File: config.mk
export PLATFORM = sky130hd
export DESIGN_NAME = execute
export DESIGN_NICKNAME = d
export VERILOG_FILES = /design/src/rtl/riscv_pkg.sv /design/src/rtl/alu.sv /design/src/rtl/execute.sv
export SDC_FILE = /design/constraint.sdc
export NUM_CORES = 1
export LEC_CHECK = 0
export CAP_MARGIN = 20
export CORE_MARGIN = 4
export CORE_UTILIZATION = 40
export CTS_BUF_LIST = sky130_fd_sc_hd__clkbuf_16
export DETAILED_ROUTE_END_ITERATION = 12
export PLACE_DENSITY = 0.63
export SLEW_MARGIN = 20
export SYNTH_ARGS = -nofsm -noshare
export SYNTH_HDL_FRONTEND = slang
export SYNTH_SLANG_ARGS = --single-unit
File: constraint.sdc
create_clock -name clk -period 12.68 [get_ports clk]
set_input_delay 2.536 -clock clk [delete_from_list [all_inputs] [get_ports clk]]
set_output_delay 2.536 -clock clk [all_outputs]
set_load 0.005 [all_outputs]
File: src/rtl/riscv_pkg.sv
// Shared types and constants for the RV32I execute stage.
package riscv_pkg;

    localparam int unsigned XLEN       = 32;
    localparam int unsigned MUL_CYCLES = 32;
    localparam int unsigned REG_AW     = 5;
    localparam int unsigned CNT_W      = $clog2(MUL_CYCLES);

    typedef enum logic [3:0] {
        ALU_ADD  = 4'd0,
        ALU_SUB  = 4'd1,
        ALU_AND  = 4'd2,
        ALU_OR   = 4'd3,
        ALU_XOR  = 4'd4,
        ALU_SLT  = 4'd5,
        ALU_SLTU = 4'd6,
        ALU_SLL  = 4'd7,
        ALU_SRL  = 4'd8,
        ALU_SRA  = 4'd9
    } alu_ctrl_t;

    typedef enum logic [1:0] {
        FWD_RF,
        FWD_W,
        FWD_M
    } fwd_sel_t;

    typedef enum logic [1:0] {
        IDLE,
        BUSY,
        DONE
    } mul_state_t;

    // ID/EX pipeline register payload
    typedef struct packed {
        logic [XLEN-1:0]   rd1;
        logic [XLEN-1:0]   rd2;
        logic [XLEN-1:0]   imm;
        logic [XLEN-1:0]   pc;
        logic [REG_AW-1:0] rs1;
        logic [REG_AW-1:0] rs2;
        logic [REG_AW-1:0] rd;
        alu_ctrl_t         alu_ctrl;
        logic              sel_alu_src;
        logic              rf_wr_en;
        logic              dm_wr_en;
        logic              sel_result;
        logic              branch;
        logic              jump;
        logic              mul;
    } idex_t;

    // Forwarding source for one operand; M is newer than W, x0 never forwarded
    function automatic fwd_sel_t fwd_select(
        input logic [REG_AW-1:0] rs,
        input logic [REG_AW-1:0] addr_m,
        input logic              en_m,
        input logic [REG_AW-1:0] addr_w,
        input logic              en_w
    );
        fwd_sel_t sel;
        sel = FWD_RF;
        if (rs != '0 && en_w && addr_w == rs) sel = FWD_W;
        if (rs != '0 && en_m && addr_m == rs) sel = FWD_M;
        return sel;
    endfunction

endpackage

File: src/rtl/alu.sv
// Combinational RV32I ALU with zero flag.
module alu
    import riscv_pkg::*;
(
    input  logic [XLEN-1:0] a_i,
    input  logic [XLEN-1:0] b_i,
    input  logic [3:0]      ctrl_i,
    output logic [XLEN-1:0] result_o,
    output logic            zero_o
);

    localparam int unsigned SHW = $clog2(XLEN);

    alu_ctrl_t      ctrl;
    logic [SHW-1:0] shamt;

    assign ctrl  = alu_ctrl_t'(ctrl_i);
    assign shamt = b_i[SHW-1:0];

    // Operation select; unused codes give zero
    always_comb begin
        result_o = '0;
        case (ctrl)
            ALU_ADD:  result_o = a_i + b_i;
            ALU_SUB:  result_o = a_i - b_i;
            ALU_AND:  result_o = a_i & b_i;
            ALU_OR:   result_o = a_i | b_i;
            ALU_XOR:  result_o = a_i ^ b_i;
            ALU_SLT:  result_o = XLEN'($signed(a_i) < $signed(b_i));
            ALU_SLTU: result_o = XLEN'(a_i < b_i);
            ALU_SLL:  result_o = a_i << shamt;
            ALU_SRL:  result_o = a_i >> shamt;
            ALU_SRA:  result_o = XLEN'($signed(a_i) >>> shamt);
            default:  result_o = '0;
        endcase
    end

    assign zero_o = (result_o == '0);

endmodule

File: src/rtl/execute.sv
// Execute stage: ID/EX register, M/W forwarding, ALU, branch resolution and
// an iterative shift-add multiplier that stalls the front end.
module execute
    import riscv_pkg::*;
(
    input  logic              clk,
    input  logic              rst_n,
    input  logic [XLEN-1:0]   i_rd_data_1_D,
    input  logic [XLEN-1:0]   i_rd_data_2_D,
    input  logic [XLEN-1:0]   i_imm_D,
    input  logic [XLEN-1:0]   i_PC_D,
    input  logic [REG_AW-1:0] i_rs1_addr_D,
    input  logic [REG_AW-1:0] i_rs2_addr_D,
    input  logic [REG_AW-1:0] i_rd_addr_D,
    input  logic [3:0]        i_ALU_ctrl_D,
    input  logic              i_sel_ALU_src_D,
    input  logic              i_register_file_wr_en_D,
    input  logic              i_data_memory_wr_en_D,
    input  logic              i_sel_result_D,
    input  logic              i_branch_D,
    input  logic              i_jump_D,
    input  logic              i_mul_D,
    input  logic              i_flush_E,
    input  logic [XLEN-1:0]   i_ALU_output_M,
    input  logic [REG_AW-1:0] i_register_file_wr_addr_M,
    input  logic              i_register_file_wr_en_M,
    input  logic [XLEN-1:0]   i_result_W,
    input  logic [REG_AW-1:0] i_register_file_wr_addr_W,
    input  logic              i_register_file_wr_en_W,
    output logic [XLEN-1:0]   o_ALU_output_E,
    output logic [XLEN-1:0]   o_wr_data_E,
    output logic [REG_AW-1:0] o_register_file_wr_addr_E,
    output logic              o_register_file_wr_en_E,
    output logic              o_data_memory_wr_en_E,
    output logic              o_sel_result_E,
    output logic [XLEN-1:0]   o_PC_target_E,
    output logic              o_PC_src_E,
    output logic [REG_AW-1:0] o_rs1_addr_E,
    output logic [REG_AW-1:0] o_rs2_addr_E,
    output logic              o_busy_E
);

    idex_t            idex_q, idex_d;
    mul_state_t       state_q, state_d;
    logic [CNT_W-1:0] cnt_q, cnt_d;
    logic [XLEN-1:0]  prod_q, prod_d;
    logic [XLEN-1:0]  mcand_q, mcand_d;
    logic [XLEN-1:0]  mplier_q, mplier_d;

    fwd_sel_t        fwd_a_sel, fwd_b_sel;
    logic [XLEN-1:0] op_a, rs2_fwd, op_b;
    logic [XLEN-1:0] alu_result;
    logic            alu_zero;
    logic            busy;

    assign fwd_a_sel = fwd_select(idex_q.rs1, i_register_file_wr_addr_M, i_register_file_wr_en_M,
                                  i_register_file_wr_addr_W, i_register_file_wr_en_W);
    assign fwd_b_sel = fwd_select(idex_q.rs2, i_register_file_wr_addr_M, i_register_file_wr_en_M,
                                  i_register_file_wr_addr_W, i_register_file_wr_en_W);

    // Operand forwarding muxes and operand-B source select
    always_comb begin
        case (fwd_a_sel)
            FWD_M:   op_a = i_ALU_output_M;
            FWD_W:   op_a = i_result_W;
            default: op_a = idex_q.rd1;
        endcase
        case (fwd_b_sel)
            FWD_M:   rs2_fwd = i_ALU_output_M;
            FWD_W:   rs2_fwd = i_result_W;
            default: rs2_fwd = idex_q.rd2;
        endcase
        op_b = idex_q.sel_alu_src ? idex_q.imm : rs2_fwd;
    end

    alu u_alu (
        .a_i      (op_a),
        .b_i      (op_b),
        .ctrl_i   (idex_q.alu_ctrl),
        .result_o (alu_result),
        .zero_o   (alu_zero)
    );

    // Stall is raised from the moment a MUL sits in E until its result is ready
    assign busy = (state_q == BUSY) || (state_q == IDLE && idex_q.mul);

    // ID/EX next value: flush beats hold beats load
    always_comb begin
        idex_d = idex_q;
        if (i_flush_E) begin
            idex_d = '0;
        end else if (!busy) begin
            idex_d.rd1         = i_rd_data_1_D;
            idex_d.rd2         = i_rd_data_2_D;
            idex_d.imm         = i_imm_D;
            idex_d.pc          = i_PC_D;
            idex_d.rs1         = i_rs1_addr_D;
            idex_d.rs2         = i_rs2_addr_D;
            idex_d.rd          = i_rd_addr_D;
            idex_d.alu_ctrl    = alu_ctrl_t'(i_ALU_ctrl_D);
            idex_d.sel_alu_src = i_sel_ALU_src_D;
            idex_d.rf_wr_en    = i_register_file_wr_en_D;
            idex_d.dm_wr_en    = i_data_memory_wr_en_D;
            idex_d.sel_result  = i_sel_result_D;
            idex_d.branch      = i_branch_D;
            idex_d.jump        = i_jump_D;
            idex_d.mul         = i_mul_D;
        end
    end

    // Multiplier FSM: capture forwarded operands, then shift-add one bit per cycle
    always_comb begin
        state_d  = state_q;
        cnt_d    = cnt_q;
        prod_d   = prod_q;
        mcand_d  = mcand_q;
        mplier_d = mplier_q;
        case (state_q)
            IDLE: begin
                if (idex_q.mul) begin
                    state_d  = BUSY;
                    cnt_d    = '0;
                    prod_d   = '0;
                    mcand_d  = op_a;
                    mplier_d = op_b;
                end
            end
            BUSY: begin
                prod_d   = prod_q + (mplier_q[0] ? mcand_q : '0);
                mcand_d  = mcand_q << 1;
                mplier_d = mplier_q >> 1;
                cnt_d    = cnt_q + CNT_W'(1);
                if (cnt_q == CNT_W'(MUL_CYCLES - 1)) state_d = DONE;
            end
            DONE:    state_d = IDLE;
            default: state_d = IDLE;
        endcase
        if (i_flush_E) state_d = IDLE;
    end

    // State and pipeline registers
    always_ff @(posedge clk or negedge rst_n) begin
        if (!rst_n) begin
            idex_q   <= '0;
            state_q  <= IDLE;
            cnt_q    <= '0;
            prod_q   <= '0;
            mcand_q  <= '0;
            mplier_q <= '0;
        end else begin
            idex_q   <= idex_d;
            state_q  <= state_d;
            cnt_q    <= cnt_d;
            prod_q   <= prod_d;
            mcand_q  <= mcand_d;
            mplier_q <= mplier_d;
        end
    end

    // Stage outputs; a stalled E presents a bubble to M and never redirects fetch
    always_comb begin
        if (state_q == DONE)  o_ALU_output_E = prod_q;
        else if (idex_q.jump) o_ALU_output_E = idex_q.pc + XLEN'(4);
        else                  o_ALU_output_E = alu_result;
        o_wr_data_E               = rs2_fwd;
        o_register_file_wr_addr_E = idex_q.rd;
        o_register_file_wr_en_E   = idex_q.rf_wr_en & ~busy;
        o_data_memory_wr_en_E     = idex_q.dm_wr_en & ~busy;
        o_sel_result_E            = idex_q.sel_result;
        o_PC_target_E             = idex_q.pc + idex_q.imm;
        o_PC_src_E                = ~busy & (idex_q.jump | (idex_q.branch & alu_zero));
        o_rs1_addr_E              = idex_q.rs1;
        o_rs2_addr_E              = idex_q.rs2;
        o_busy_E                  = busy;
    end

endmodule

==> results.cfg <==
[pwr]
switching_share_pct = 44.88
p_switching_mw = 1.778
p_leak_nw = 13.43
clkPwrFrac_pct = 23.1
powerDensity_mw_per_mm2 = 122.6
vdd_ir_drop_max_mv = 0.09888
power.total_mw = 3.961
power.internal_mw = 2.184
p_seq_share_pct = 26.8
comb_power_share_pct = 50.1

[sta]
finalSetupViolCount = 0
hold_violations = 0
slew_headroom_pct = 29.66
layout_min_cycle_time_ns = 12.50
finalWorstSetupSlack_ns = 0.1843
tightest_slew_ns = 1.052
fin_skew_ns = 0.03628
maxSlewViolCount = 0
finalCritPeriodShare_pct = 98.55
fmax_mhz = 80.03
tns_ns = 0
grt_setup_unrepaired = no

[setup_path]
cpPeakStageDelay_ns = 0.65
worstSetupEndpointType = primary output
start_kind = primary input
crit_fanout = 7
crit_type = in -> out
cp_top_family = compound AO/OA/AOI/OAI gates
crit_required_ns = 10.14
ff2ff_path_depth = 18
crit_buf_inv = 6
critical_path_depth = 25
critPathSlowestCell = or4b_4
crit_arrival_ns = 9.96

[grt]
grt_antenna_before_repair = 13
grt_max_degree = 137
grt_pass1_vias = 29510
grt-ovfl-total = 0
grt_use_total_pct = 40.62
grt_first_pass_wirelength_mm = 211.4

[place]
gp_congestion = 1.063
port-buffer-count = 348
place_hpwl_mm = 116.0
placed_cell_area_mm2 = 0.03122
dp_slack_ns = 0.1646

[floorplanning]
die_y_um = 263.6
start_util_pct = 40.45
die_area_mm2 = 0.06947
coreArea_mm2 = 0.06458
pin_count = 349
die_x_um = 263.6
rows = 93

[synth]
synth_warnings = 0
avgSynthCellArea_um2 = 7.259
postSynth.asyncResetShare_pct = 100.0
postSynthCellCount = 3599
ys_ff_latch = 257
ys_seq_area_share_pct = 24.62
synth_edf_count = 0
syn_nets = 4000
synth_flop_cell = dfrtp_1
netlist_area_mm2 = 0.02613
synth_cell_types = 97

[clock_network]
cts.sinks = 257
cts_buffers = 31
htree_levels = 1
holdBufCountCts = 0
insertion_delay_ns = 0.64
cts_root_buf = clkbuf_16
clockBufferDepth = 3
clkTransAtPathRegs_ns = 0.05
cts_tree = yes

[routing]
firstDrtPassIters = 6
ant_nets = 0
wl_per_cell_um = 31.05
vias = 31108
routed_wl_mm = 148.4
vias_per_cell = 6.508
drt_iter0_markers = 3906
drc = 0

[cells_and_area]
syn2layout_area_growth_pct = 23.65
nNetsFinal = 4304
drive_gt1_share_pct = 8.565
design_area_mm2 = 0.03230

[hold_path]
hp-class = reg -> reg
whs_path_depth = 2

[flow_run]
max_cap_viol_count = 0

[outcome]
status = finished clean
[sequential cells by signal (all words and copies together), names as in the netlist]
| name | count |
|---|---|
| idex_q | 138 |
| mcand_q | 32 |
| mplier_q | 32 |
| prod_q | 32 |
| cnt_q | 5 |
| o_register_file_wr_addr_E | 5 |
| o_rs1_addr_E | 5 |
| o_rs2_addr_E | 5 |
| state_q | 2 |
| o_sel_result_E | 1 |
[layer usage]
metal  part of all wire, %  vias up  global-route usage [%]
li1                      -    13730                       -
met1                    42    15123                   56.06
met2                    42     1848                   59.32
met3                    11      387                   11.11
met4                   5.7       20                   18.07
met5                 0.091        -                       0
[logic make-up after synthesis]
group / share of synthesized area, %
multiplexers: 4.133
adder cells (fa/ha/maj): 8.161
XOR/XNOR: 3.755
AO/OA/AOI/OAI: 30.01
flip-flops: 24.62
buffers and inverters: 6.274
AND/OR/NAND/NOR: 23.05
[power by group through the flow]
stage | combinational [mW] | sequential, mW | clock, mW
floorplan | 1.01 | 1.00 | 0
global placement | 1.91 | 1.07 | 0
detailed placement | 1.90 | 1.07 | 0
CTS | 1.91 | 1.06 | 0.930
global route | 2.09 | 1.07 | 0.958
finish | 1.98 | 1.06 | 0.914
[layout make-up]
class / count / area, µm²
antenna: 2 / 5.005
clock buffer: 31 / 775.7
fill: 6454 / 32280
sequential: 257 / 6435
timing repair buffer: 554 / 5102
tap: 855 / 1070
inverter: 125 / 471.7
multi-input combinational: 2934 / 18230
clock inverter: 22 / 219.0
[what timing repair did]
action	CTS	global route
resized for setup	0	7
setup buffers	0	1
setup endpoints to repair	0	1
hold endpoints to repair	0	0
[cell usage in the layout, fill, tap and decap left out, types with 61 or more instances in the layout]
cell type	instances
buf_4	202
xnor2_1	74
ha_1	163
inv_1	125
nand3_1	163
nand2_1	608
dfrtp_1	254
nor2_1	196
a21oi_1	378
a22oi_1	69
nand4_1	61
mux2i_1	82
o21ai_0	275
nor3_1	86
clkdlybuf4s50_1	346
[synthesized netlist by cell type (15+ instances only)]
| cell | number | share of area [%] |
|---|---|---|
| o21ai_0 | 275 | 5.3 |
| nand4_1 | 61 | 1.5 |
| buf_4 | 16 | 0.46 |
| nor2b_1 | 19 | 0.45 |
| nor2_1 | 202 | 2.9 |
| nand2_1 | 609 | 8.7 |
| buf_2 | 32 | 0.61 |
| o31ai_1 | 59 | 1.7 |
| and2_1 | 52 | 1.2 |
| and3_1 | 21 | 0.50 |
| xnor2_1 | 74 | 2.5 |
| a2111oi_0 | 15 | 0.50 |
| clkbuf_1 | 205 | 2.9 |
| xor2_1 | 38 | 1.3 |
| inv_1 | 120 | 1.7 |
| a22oi_1 | 69 | 2.0 |
| a21o_1 | 31 | 0.89 |
| dfrtp_1 | 257 | 25 |
| a211oi_1 | 31 | 0.89 |
| nor3_1 | 88 | 1.7 |
| o22ai_1 | 25 | 0.60 |
| nor4_1 | 23 | 0.55 |
| a31oi_1 | 62 | 1.5 |
| mux2i_1 | 82 | 3.1 |
| buf_1 | 29 | 0.42 |
| ha_1 | 164 | 7.9 |
| o211ai_1 | 54 | 1.6 |
| nand3_1 | 163 | 3.1 |
| a21oi_1 | 378 | 7.2 |
| o221ai_1 | 20 | 0.67 |
| o21ai_1 | 21 | 0.40 |
| o21a_1 | 18 | 0.52 |
| o2111ai_1 | 20 | 0.67 |
| o21bai_1 | 20 | 0.57 |
| nand2b_1 | 17 | 0.41 |
[worst paths after layout]
| kind | startpoint | endpoint | slack [ns] |
|---|---|---|---|
| setup reg to reg | mplier_q[0]$_DFFE_PN0P_ | prod_q[30]$_DFFE_PN0P_ | 7.36 |
| min in group asynchronous | rst_n | o_register_file_wr_addr_E[2]$_DFFE_PN0P_ | 1.87 |
| hold / removal | mplier_q[1]$_DFFE_PN0P_ | mplier_q[1]$_DFFE_PN0P_ | 0.49 |
| setup / recovery | i_register_file_wr_addr_W[3] | o_PC_src_E | 0.18 |
| hold reg to reg | mplier_q[1]$_DFFE_PN0P_ | mplier_q[1]$_DFFE_PN0P_ | 0.49 |
| max in group asynchronous | rst_n | state_q[0]$_DFFE_PN0P_ | 8.58 |
[through the flow]
stage | util, % | cells | hold slack, ns
6_report | 50.02 | 4780 | 0.4892
5_1_grt | 50.01 | 4778 | 0.5212
4_1_cts | 49.89 | 4776 | 0.4921
3_5_place_dp | 48.35 | 4723 | 0.4786
3_3_place_gp | 48.34 | 4723 | 0.4702
2_1_floorplan | - | 3599 | 0.4494
[worst reg2reg max path, stage by stage (launching register included)]
cell	delay (ns)
dfrtp_1	0.36
buf_4	0.24
and2_1	0.20
ha_1	0.21
fa_1	0.44
a21o_1	0.21
a21oi_1	0.25
o21bai_1	0.09
a21oi_1	0.35
o2111a_1	0.31
o21ai_0	0.16
a31oi_1	0.29
o221ai_1	0.21
o41ai_1	0.63
o21ai_0	0.36
o31ai_1	0.44
o21ai_0	0.19
xnor2_1	0.15
o21ai_0	0.08
No activity file was read; power rests on OpenSTA's default activity.
